## config.mk

```make
export PLATFORM = sky130hd
export DESIGN_NAME = instr_sequencer_flat
export DESIGN_NICKNAME = d
export VERILOG_FILES = /design/src/rtl/instr_sequencer_if.sv /design/src/rtl/instr_sequencer.sv /design/src/flat_wrapper.sv
export SDC_FILE = /design/constraint.sdc
export NUM_CORES = 1
export LEC_CHECK = 0
export ABC_AREA = 0
export BUFFER_PORTS_ARGS = -buffer_cell sky130_fd_sc_hd__buf_2
export CAP_MARGIN = 20
export CORE_MARGIN = 5
export CORE_UTILIZATION = 50
export CTS_BUF_LIST = sky130_fd_sc_hd__clkbuf_4 sky130_fd_sc_hd__clkbuf_8
export DETAILED_ROUTE_END_ITERATION = 7
export MAX_ROUTING_LAYER = met4
export PLACE_DENSITY = 0.76
export SLEW_MARGIN = 20
export SYNTH_ARGS = -nofsm -noshare
export SYNTH_HDL_FRONTEND = slang
export SYNTH_SLANG_ARGS = --single-unit
```

## constraint.sdc

```tcl
create_clock -name Clk -period 2.5 [get_ports Clk]
set_input_delay 0.25 -clock Clk [delete_from_list [all_inputs] [get_ports Clk]]
set_output_delay 0.25 -clock Clk [all_outputs]
set_load 0.01 [all_outputs]
```

## src/rtl/instr_sequencer_if.sv

```systemverilog
// Control bundle between the multi-cycle sequencer and the rest of the core.
// The master side drives instruction status and the memory ack; the slave side is the sequencer.
interface instr_sequencer_if #(
   parameter int CNT_W = 16
);
   logic             Start;
   logic [3:0]       Opcode;
   logic             Zero;
   logic             Halt;
   logic             MemAck;
   logic             IRLoad;
   logic             PCEn;
   logic             BranchTaken;
   logic             RegWriteEn;
   logic             MemReadEn;
   logic             MemWriteEn;
   logic             Done;
   logic             Error;
   logic [2:0]       State;
   logic [CNT_W-1:0] CycleCount;
   logic [CNT_W-1:0] InstrCount;

   modport master (
      output Start, Opcode, Zero, Halt, MemAck,
      input  IRLoad, PCEn, BranchTaken, RegWriteEn, MemReadEn, MemWriteEn,
      input  Done, Error, State, CycleCount, InstrCount
   );

   modport slave (
      input  Start, Opcode, Zero, Halt, MemAck,
      output IRLoad, PCEn, BranchTaken, RegWriteEn, MemReadEn, MemWriteEn,
      output Done, Error, State, CycleCount, InstrCount
   );
endinterface

```

## src/rtl/instr_sequencer.sv

```systemverilog
// Multi-cycle FETCH/EXEC/MEM/WB sequencer with retire strobe, memory wait timeout
// and saturating cycle / retired-instruction counters.
module instr_sequencer #(
   parameter int CNT_W       = 16,
   parameter int MEM_TIMEOUT = 8
) (
   input logic              Clk,
   input logic              Reset,
   instr_sequencer_if.slave bus
);
   typedef enum logic [2:0] {
      IDLE  = 3'd0,
      FETCH = 3'd1,
      EXEC  = 3'd2,
      MEM   = 3'd3,
      WB    = 3'd4,
      HALT  = 3'd5,
      ERR   = 3'd6
   } stateT;

   localparam int               WAIT_W    = $clog2(MEM_TIMEOUT + 1);
   localparam logic [WAIT_W-1:0] WAIT_LAST = WAIT_W'(MEM_TIMEOUT - 1);
   localparam logic [CNT_W-1:0]  CNT_MAX   = '1;

   stateT             state;
   stateT             nextState;
   logic [WAIT_W-1:0] waitCnt;
   logic [CNT_W-1:0]  cycleCount;
   logic [CNT_W-1:0]  instrCount;

   logic isLoad;
   logic isStore;
   logic isBne;
   logic active;

   logic irLoad;
   logic pcEn;
   logic branchTaken;
   logic regWriteEn;
   logic memReadEn;
   logic memWriteEn;

   assign isLoad  = (bus.Opcode[3:1] == 3'b011);
   assign isStore = (bus.Opcode[3:1] == 3'b100);
   assign isBne   = (bus.Opcode == 4'b1100);
   assign active  = (state == FETCH) || (state == EXEC) || (state == MEM) || (state == WB);

   // Memory handshake: MemReadEn/MemWriteEn is a request held high every MEM cycle
   // until MemAck is seen in the same cycle; that cycle completes the access.
   always_comb begin
      nextState   = state;
      irLoad      = 1'b0;
      pcEn        = 1'b0;
      branchTaken = 1'b0;
      regWriteEn  = 1'b0;
      memReadEn   = 1'b0;
      memWriteEn  = 1'b0;
      case (state)
         IDLE: begin
            if (bus.Start) nextState = FETCH;
         end
         FETCH: begin
            irLoad    = 1'b1;
            nextState = EXEC;
         end
         EXEC: begin
            if (isBne) begin
               pcEn        = 1'b1;
               branchTaken = ~bus.Zero;
               nextState   = bus.Halt ? HALT : FETCH;
            end else if (isLoad || isStore) begin
               nextState = MEM;
            end else begin
               nextState = WB;
            end
         end
         MEM: begin
            memReadEn  = isLoad;
            memWriteEn = isStore;
            // An ack in the final allowed cycle still completes the access.
            if (bus.MemAck) begin
               if (isLoad) begin
                  nextState = WB;
               end else begin
                  pcEn      = 1'b1;
                  nextState = bus.Halt ? HALT : FETCH;
               end
            end else if (waitCnt == WAIT_LAST) begin
               nextState = ERR;
            end
         end
         WB: begin
            regWriteEn = 1'b1;
            pcEn       = 1'b1;
            nextState  = bus.Halt ? HALT : FETCH;
         end
         HALT: nextState = HALT;
         ERR:  nextState = ERR;
         default: nextState = IDLE;
      endcase
   end

   always_ff @(posedge Clk) begin
      if (!Reset) begin
         state      <= IDLE;
         waitCnt    <= '0;
         cycleCount <= '0;
         instrCount <= '0;
      end else begin
         state <= nextState;
         // Outside MEM the counter sits at zero, so it is already clear on MEM entry.
         if ((state == MEM) && !bus.MemAck) waitCnt <= waitCnt + 1'b1;
         else                               waitCnt <= '0;
         if (active && (cycleCount != CNT_MAX)) cycleCount <= cycleCount + 1'b1;
         if (pcEn && (instrCount != CNT_MAX))   instrCount <= instrCount + 1'b1;
      end
   end

   assign bus.IRLoad      = irLoad;
   assign bus.PCEn        = pcEn;
   assign bus.BranchTaken = branchTaken;
   assign bus.RegWriteEn  = regWriteEn;
   assign bus.MemReadEn   = memReadEn;
   assign bus.MemWriteEn  = memWriteEn;
   assign bus.Done        = (state == HALT);
   assign bus.Error       = (state == ERR);
   assign bus.State       = state;
   assign bus.CycleCount  = cycleCount;
   assign bus.InstrCount  = instrCount;
endmodule

```

## src/flat_wrapper.sv

```systemverilog
// flat-port wrapper written by rule: the top's interface ports become plain ports
module instr_sequencer_flat 
#(
   parameter int CNT_W       = 16,
   parameter int MEM_TIMEOUT = 8
)
  (Clk, Reset, bus_Start, bus_Opcode, bus_Zero, bus_Halt, bus_MemAck, bus_IRLoad, bus_PCEn, bus_BranchTaken, bus_RegWriteEn, bus_MemReadEn, bus_MemWriteEn, bus_Done, bus_Error, bus_State, bus_CycleCount, bus_InstrCount);
  instr_sequencer_if #(.CNT_W(CNT_W)) bus_i ();
  input logic Clk;
  input logic Reset;
  input wire logic [$bits(bus_i.Start)-1:0] bus_Start;
  input wire logic [$bits(bus_i.Opcode)-1:0] bus_Opcode;
  input wire logic [$bits(bus_i.Zero)-1:0] bus_Zero;
  input wire logic [$bits(bus_i.Halt)-1:0] bus_Halt;
  input wire logic [$bits(bus_i.MemAck)-1:0] bus_MemAck;
  output wire logic [$bits(bus_i.IRLoad)-1:0] bus_IRLoad;
  output wire logic [$bits(bus_i.PCEn)-1:0] bus_PCEn;
  output wire logic [$bits(bus_i.BranchTaken)-1:0] bus_BranchTaken;
  output wire logic [$bits(bus_i.RegWriteEn)-1:0] bus_RegWriteEn;
  output wire logic [$bits(bus_i.MemReadEn)-1:0] bus_MemReadEn;
  output wire logic [$bits(bus_i.MemWriteEn)-1:0] bus_MemWriteEn;
  output wire logic [$bits(bus_i.Done)-1:0] bus_Done;
  output wire logic [$bits(bus_i.Error)-1:0] bus_Error;
  output wire logic [$bits(bus_i.State)-1:0] bus_State;
  output wire logic [$bits(bus_i.CycleCount)-1:0] bus_CycleCount;
  output wire logic [$bits(bus_i.InstrCount)-1:0] bus_InstrCount;
  assign bus_i.Start = bus_Start;
  assign bus_i.Opcode = bus_Opcode;
  assign bus_i.Zero = bus_Zero;
  assign bus_i.Halt = bus_Halt;
  assign bus_i.MemAck = bus_MemAck;
  assign bus_IRLoad = bus_i.IRLoad;
  assign bus_PCEn = bus_i.PCEn;
  assign bus_BranchTaken = bus_i.BranchTaken;
  assign bus_RegWriteEn = bus_i.RegWriteEn;
  assign bus_MemReadEn = bus_i.MemReadEn;
  assign bus_MemWriteEn = bus_i.MemWriteEn;
  assign bus_Done = bus_i.Done;
  assign bus_Error = bus_i.Error;
  assign bus_State = bus_i.State;
  assign bus_CycleCount = bus_i.CycleCount;
  assign bus_InstrCount = bus_i.InstrCount;
  instr_sequencer #(.CNT_W(CNT_W), .MEM_TIMEOUT(MEM_TIMEOUT)) u_core (.Clk(Clk), .Reset(Reset), .bus(bus_i));
endmodule
```

==> impl_summary.log <==
INFO  metric power.switching_fraction = between 20% and 30%
INFO  metric power.net_switching = around 330 uW
INFO  metric finalClockSkew = approximately 0.012 ns
INFO  metric slew_violations = 0
INFO  metric design.final.nets = around 320
INFO  metric start_util = 51.4%
INFO  metric crit_path_max_fanout = 16
INFO  metric top_area_cell_type_share_of_the_netlist_area = 38.0%
INFO  metric final_hold_fails = 0
INFO  metric post_route_cells_drive_above_1_share = between 20% and 30%
INFO  metric dp.final_hpwl = 3430 microns
INFO  metric place_congestion = between 0.8 and 0.9
INFO  metric ctsRootBufferMaster = sky130_fd_sc_hd__clkbuf_8
INFO  metric holdPathStages = 4
INFO  metric synth_top_cell_by_area = sky130_fd_sc_hd__dfxtp_1
INFO  metric cts.hold.buffers_added = 0
INFO  metric post_cts_resize_count = 0
INFO  metric worst_slew_pin_slew = about 0.8 ns
INFO  metric power.share.combinational = 9.9%
INFO  metric status = finished clean
INFO  metric globalRouteMet1Util = 24.2%
INFO  metric die_area = between 0.005 and 0.006 sq mm
INFO  metric critical_path_required = 2.72 ns
INFO  metric p_int = 891 uW
INFO  metric power_frac_clock = a little over a third
INFO  metric chipWidth = 74.1 microns
INFO  metric postSynthRegisterBits = 39
INFO  metric drt-total-wl = approximately 4700 microns
INFO  metric multiInputGateArea = about 0.0012 sq mm
INFO  metric first_iter_violations = roughly 120
INFO  metric worst_slack_at_placement = 0.288 ns
INFO  metric wl_per_cell = between 10 and 15 microns
INFO  metric yosys-top-cells-area = sky130_fd_sc_hd__dfxtp_1 38%, sky130_fd_sc_hd__xnor2_1 8.1%, sky130_fd_sc_hd__nor2_1 5.7%
INFO  metric vdd_ir_drop_max = 0.000371 V
INFO  metric layout_commonest_cell = sky130_fd_sc_hd__buf_2
INFO  metric area_of_the_core_region = approximately 0.0040 sq mm
INFO  metric synth-warning-count = 0
INFO  metric antenna_cells_inserted = 0
INFO  metric grt_pass1_vias = 1787
INFO  metric die-height = around 74 microns
INFO  metric stdcell_count = 356
INFO  metric launch_instance_of_the_worst_register_to_register_path = u_core.bus.State[1]$_SDFFE_PN0P_
INFO  metric fill_cell_total_of_the_finished_layout = about 390
INFO  metric critical_path.reg2reg.endpoint = u_core.bus.InstrCount[8]$_SDFFE_PN0P_
INFO  metric worst_hold_path_type = primary input to flop
INFO  metric final_core_utilization = ~61%
INFO  metric top_usage_layer = met2
INFO  metric final_worst_path_cycle_share = between 80 and 90%
INFO  metric power_per_cell_area = 499 mW/mm^2
INFO  metric hold_path_end = u_core.bus.State[1]$_SDFFE_PN0P_
INFO  metric post-cts-setup-buffers = 0
INFO  metric setup_repair_after_global_routing_missed_its_margin = false
INFO  metric maxClockFrequency = roughly 450 MHz
INFO  metric pin_count_of_the_biggest_net_entering_global_routing = 26
INFO  metric slew-limit-headroom = 46.9%
INFO  metric post_synthesis_sequential_area_ratio = between 30% and 40%
INFO  metric cts_buffer_depth = 2
INFO  metric cts_sinks = 39
INFO  metric setup_total_negative_slack = 0 ns
INFO  metric antenna_found_initial = 0
INFO  metric htreeDepth = 2
INFO  metric finalCriticalPeriod = about 2.2 ns
INFO  metric cts_tree = done
INFO  metric grtUsageTotal = 18.9%
INFO  metric port_buffers = 52
INFO  metric total_cts_buffers = 5
INFO  metric top_level_ports = 53
INFO  metric ff_latch_area = about 780 sq um
INFO  metric postRouteAntennaNets = 0
INFO  metric timing.max_cap.violations = 0
INFO  metric ff2ff_path_depth = 5
INFO  metric wire_length_of_the_first_global_routing_pass = approximately 8000 microns
INFO  metric worst_ep_arrival_time = 2.44 ns
INFO  metric grt.met2_usage = about 30%
INFO  metric final.setup.worst_slack = about 0.28 ns
INFO  metric routed_via_density = 5.56
INFO  metric worst_setup_path_start_kind = flop
INFO  metric drcViolationCount = 0
INFO  metric synth_area = 0.00205 sq mm
INFO  metric seqPwrFrac = a little over half
INFO  metric groute.layer.met3.usage = under 10%
INFO  metric setup.reg_to_reg.worst_slack = between 0.2 and 0.3 ns
INFO  metric cell_rows = 23
INFO  metric avgSynthCellArea = 8.09 sq um
INFO  metric end_kind = flop
INFO  metric critPathKind = flop to flop
INFO  metric power_leakage = approximately 1 nW
INFO  metric clkLatencyLatePin = ~0.3 ns
INFO  metric synth_nets = about 270
INFO  metric globalRoute.totalOverflow = 0
INFO  metric clk_pin_slew_worst_paths = 0.08 ns
INFO  metric finalSetupViolations = 0
INFO  metric final_cell_mix = 52 x sky130_fd_sc_hd__buf_2, 39 x sky130_fd_sc_hd__dfxtp_1, 31 x sky130_fd_sc_hd__nor2_1
INFO  metric hold_start = bus_MemAck
INFO  metric drt_pass1_iterations = 4
INFO  metric area_delta_synth_final = 18.9%
INFO  metric placedCellCount = between 300 and 400
INFO  metric via_count = 1978
INFO  metric number_of_distinct_library_cells_after_synthesis = 39
INFO  metric post_synth_inst_count = around 250
per-stage QoR:
step	total power [mW]	cell area, sq um	hold WS, ns
after global routing	1.27	2440	0.356
after floorplan	0.752	2050	0.405
final	1.22	2440	0.332
after detailed placement	0.797	2350	0.438
after CTS	1.23	2440	0.320
after global placement	0.794	2350	0.438
worst max-delay path: stages (launching register included):
cell and delay, ns:
sky130_fd_sc_hd__dfxtp_1 0.63, sky130_fd_sc_hd__nand3b_4 0.14, sky130_fd_sc_hd__or3_1 0.44, sky130_fd_sc_hd__a211o_1 0.38, sky130_fd_sc_hd__or4_1 0.42, sky130_fd_sc_hd__a21oi_1 0.14
area by class of cell:
| type | instances | share of cell area, % |
|---|---|---|
| inverter | 7 | 1.08 |
| clock inverter | 2 | 0.512 |
| multi-input combinational | 198 | 49.5 |
| clock buffer | 6 | 3.13 |
| tap | 50 | 2.56 |
| timing repair buffer | 54 | 11.3 |
| sequential | 39 | 32.0 |
sequential cells by signal, indices dropped and copies added (netlist names):
signal	cells
u_core.bus.InstrCount	16
u_core.waitCnt	4
u_core.bus.State	3
u_core.bus.CycleCount	16
cells in the mapped netlist, drive strengths merged:
cell type   n
a2111oi     1
a211o       1
a211oi      5
a21o        1
a21oi      13
a311oi      1
a31o        1
a31oi       2
and3        5
and3b       1
and4        3
and4bb      1
buf         1
clkbuf      9
dfxtp      39
ha          3
inv         7
mux2i       8
nand2      27
nand2b      7
nand3      15
nand3b      2
nand4      10
nor2       31
nor2b       1
nor3        8
nor3b       3
nor4        8
o211ai      1
o21ai       6
o21bai      1
o311a       2
o31ai       2
or3         5
or3b        1
or4         3
xnor2      19
worst max path at each step:
stage | start | to | cells past startpoint
2_1_floorplan | u_core.bus.State[2]$_SDFFE_PN0P_ | u_core.bus.InstrCount[10]$_SDFFE_PN0P_ | 5
3_3_place_gp | u_core.bus.State[1]$_SDFFE_PN0P_ | u_core.bus.InstrCount[8]$_SDFFE_PN0P_ | 5
3_5_place_dp | u_core.bus.State[1]$_SDFFE_PN0P_ | u_core.bus.InstrCount[10]$_SDFFE_PN0P_ | 5
4_1_cts | u_core.bus.State[1]$_SDFFE_PN0P_ | u_core.bus.InstrCount[8]$_SDFFE_PN0P_ | 5
5_1_grt | u_core.bus.State[1]$_SDFFE_PN0P_ | u_core.bus.InstrCount[10]$_SDFFE_PN0P_ | 5
6_report | u_core.bus.State[1]$_SDFFE_PN0P_ | u_core.bus.InstrCount[8]$_SDFFE_PN0P_ | 5
routing by layer:
| layer | wire length [microns] | vias up |
|---|---|---|
| met5 | 0 | - |
| met4 | 82 | 0 |
| met3 | 287 | 10 |
| met2 | 2160 | 57 |
| met1 | 2170 | 900 |
| li1 | - | 1011 |
kinds of logic (layout without fill, tap and decap cells):
family / after synthesis / in the layout / share of synthesized area (%)
adder cells (fa/ha/maj): 3 / 3 / 1.83
flip-flops: 39 / 39 / 38.0
AO/OA/AOI/OAI: 37 / 37 / 11.6
AND/OR/NAND/NOR: 131 / 131 / 33.4
multiplexers: 8 / 8 / 3.90
buffers and inverters: 17 / 69 / 3.17
XOR/XNOR: 19 / 19 / 8.10
power by group through the flow:
stage | clock [mW] | combinational, mW | sequential [mW]
finish | 0.436 | 0.121 | 0.661
global route | 0.468 | 0.136 | 0.666
CTS | 0.441 | 0.123 | 0.661
detailed placement | 0 | 0.121 | 0.676
global placement | 0 | 0.119 | 0.675
floorplan | 0 | 0.0823 | 0.670
Power figures use the tool's default switching activity.
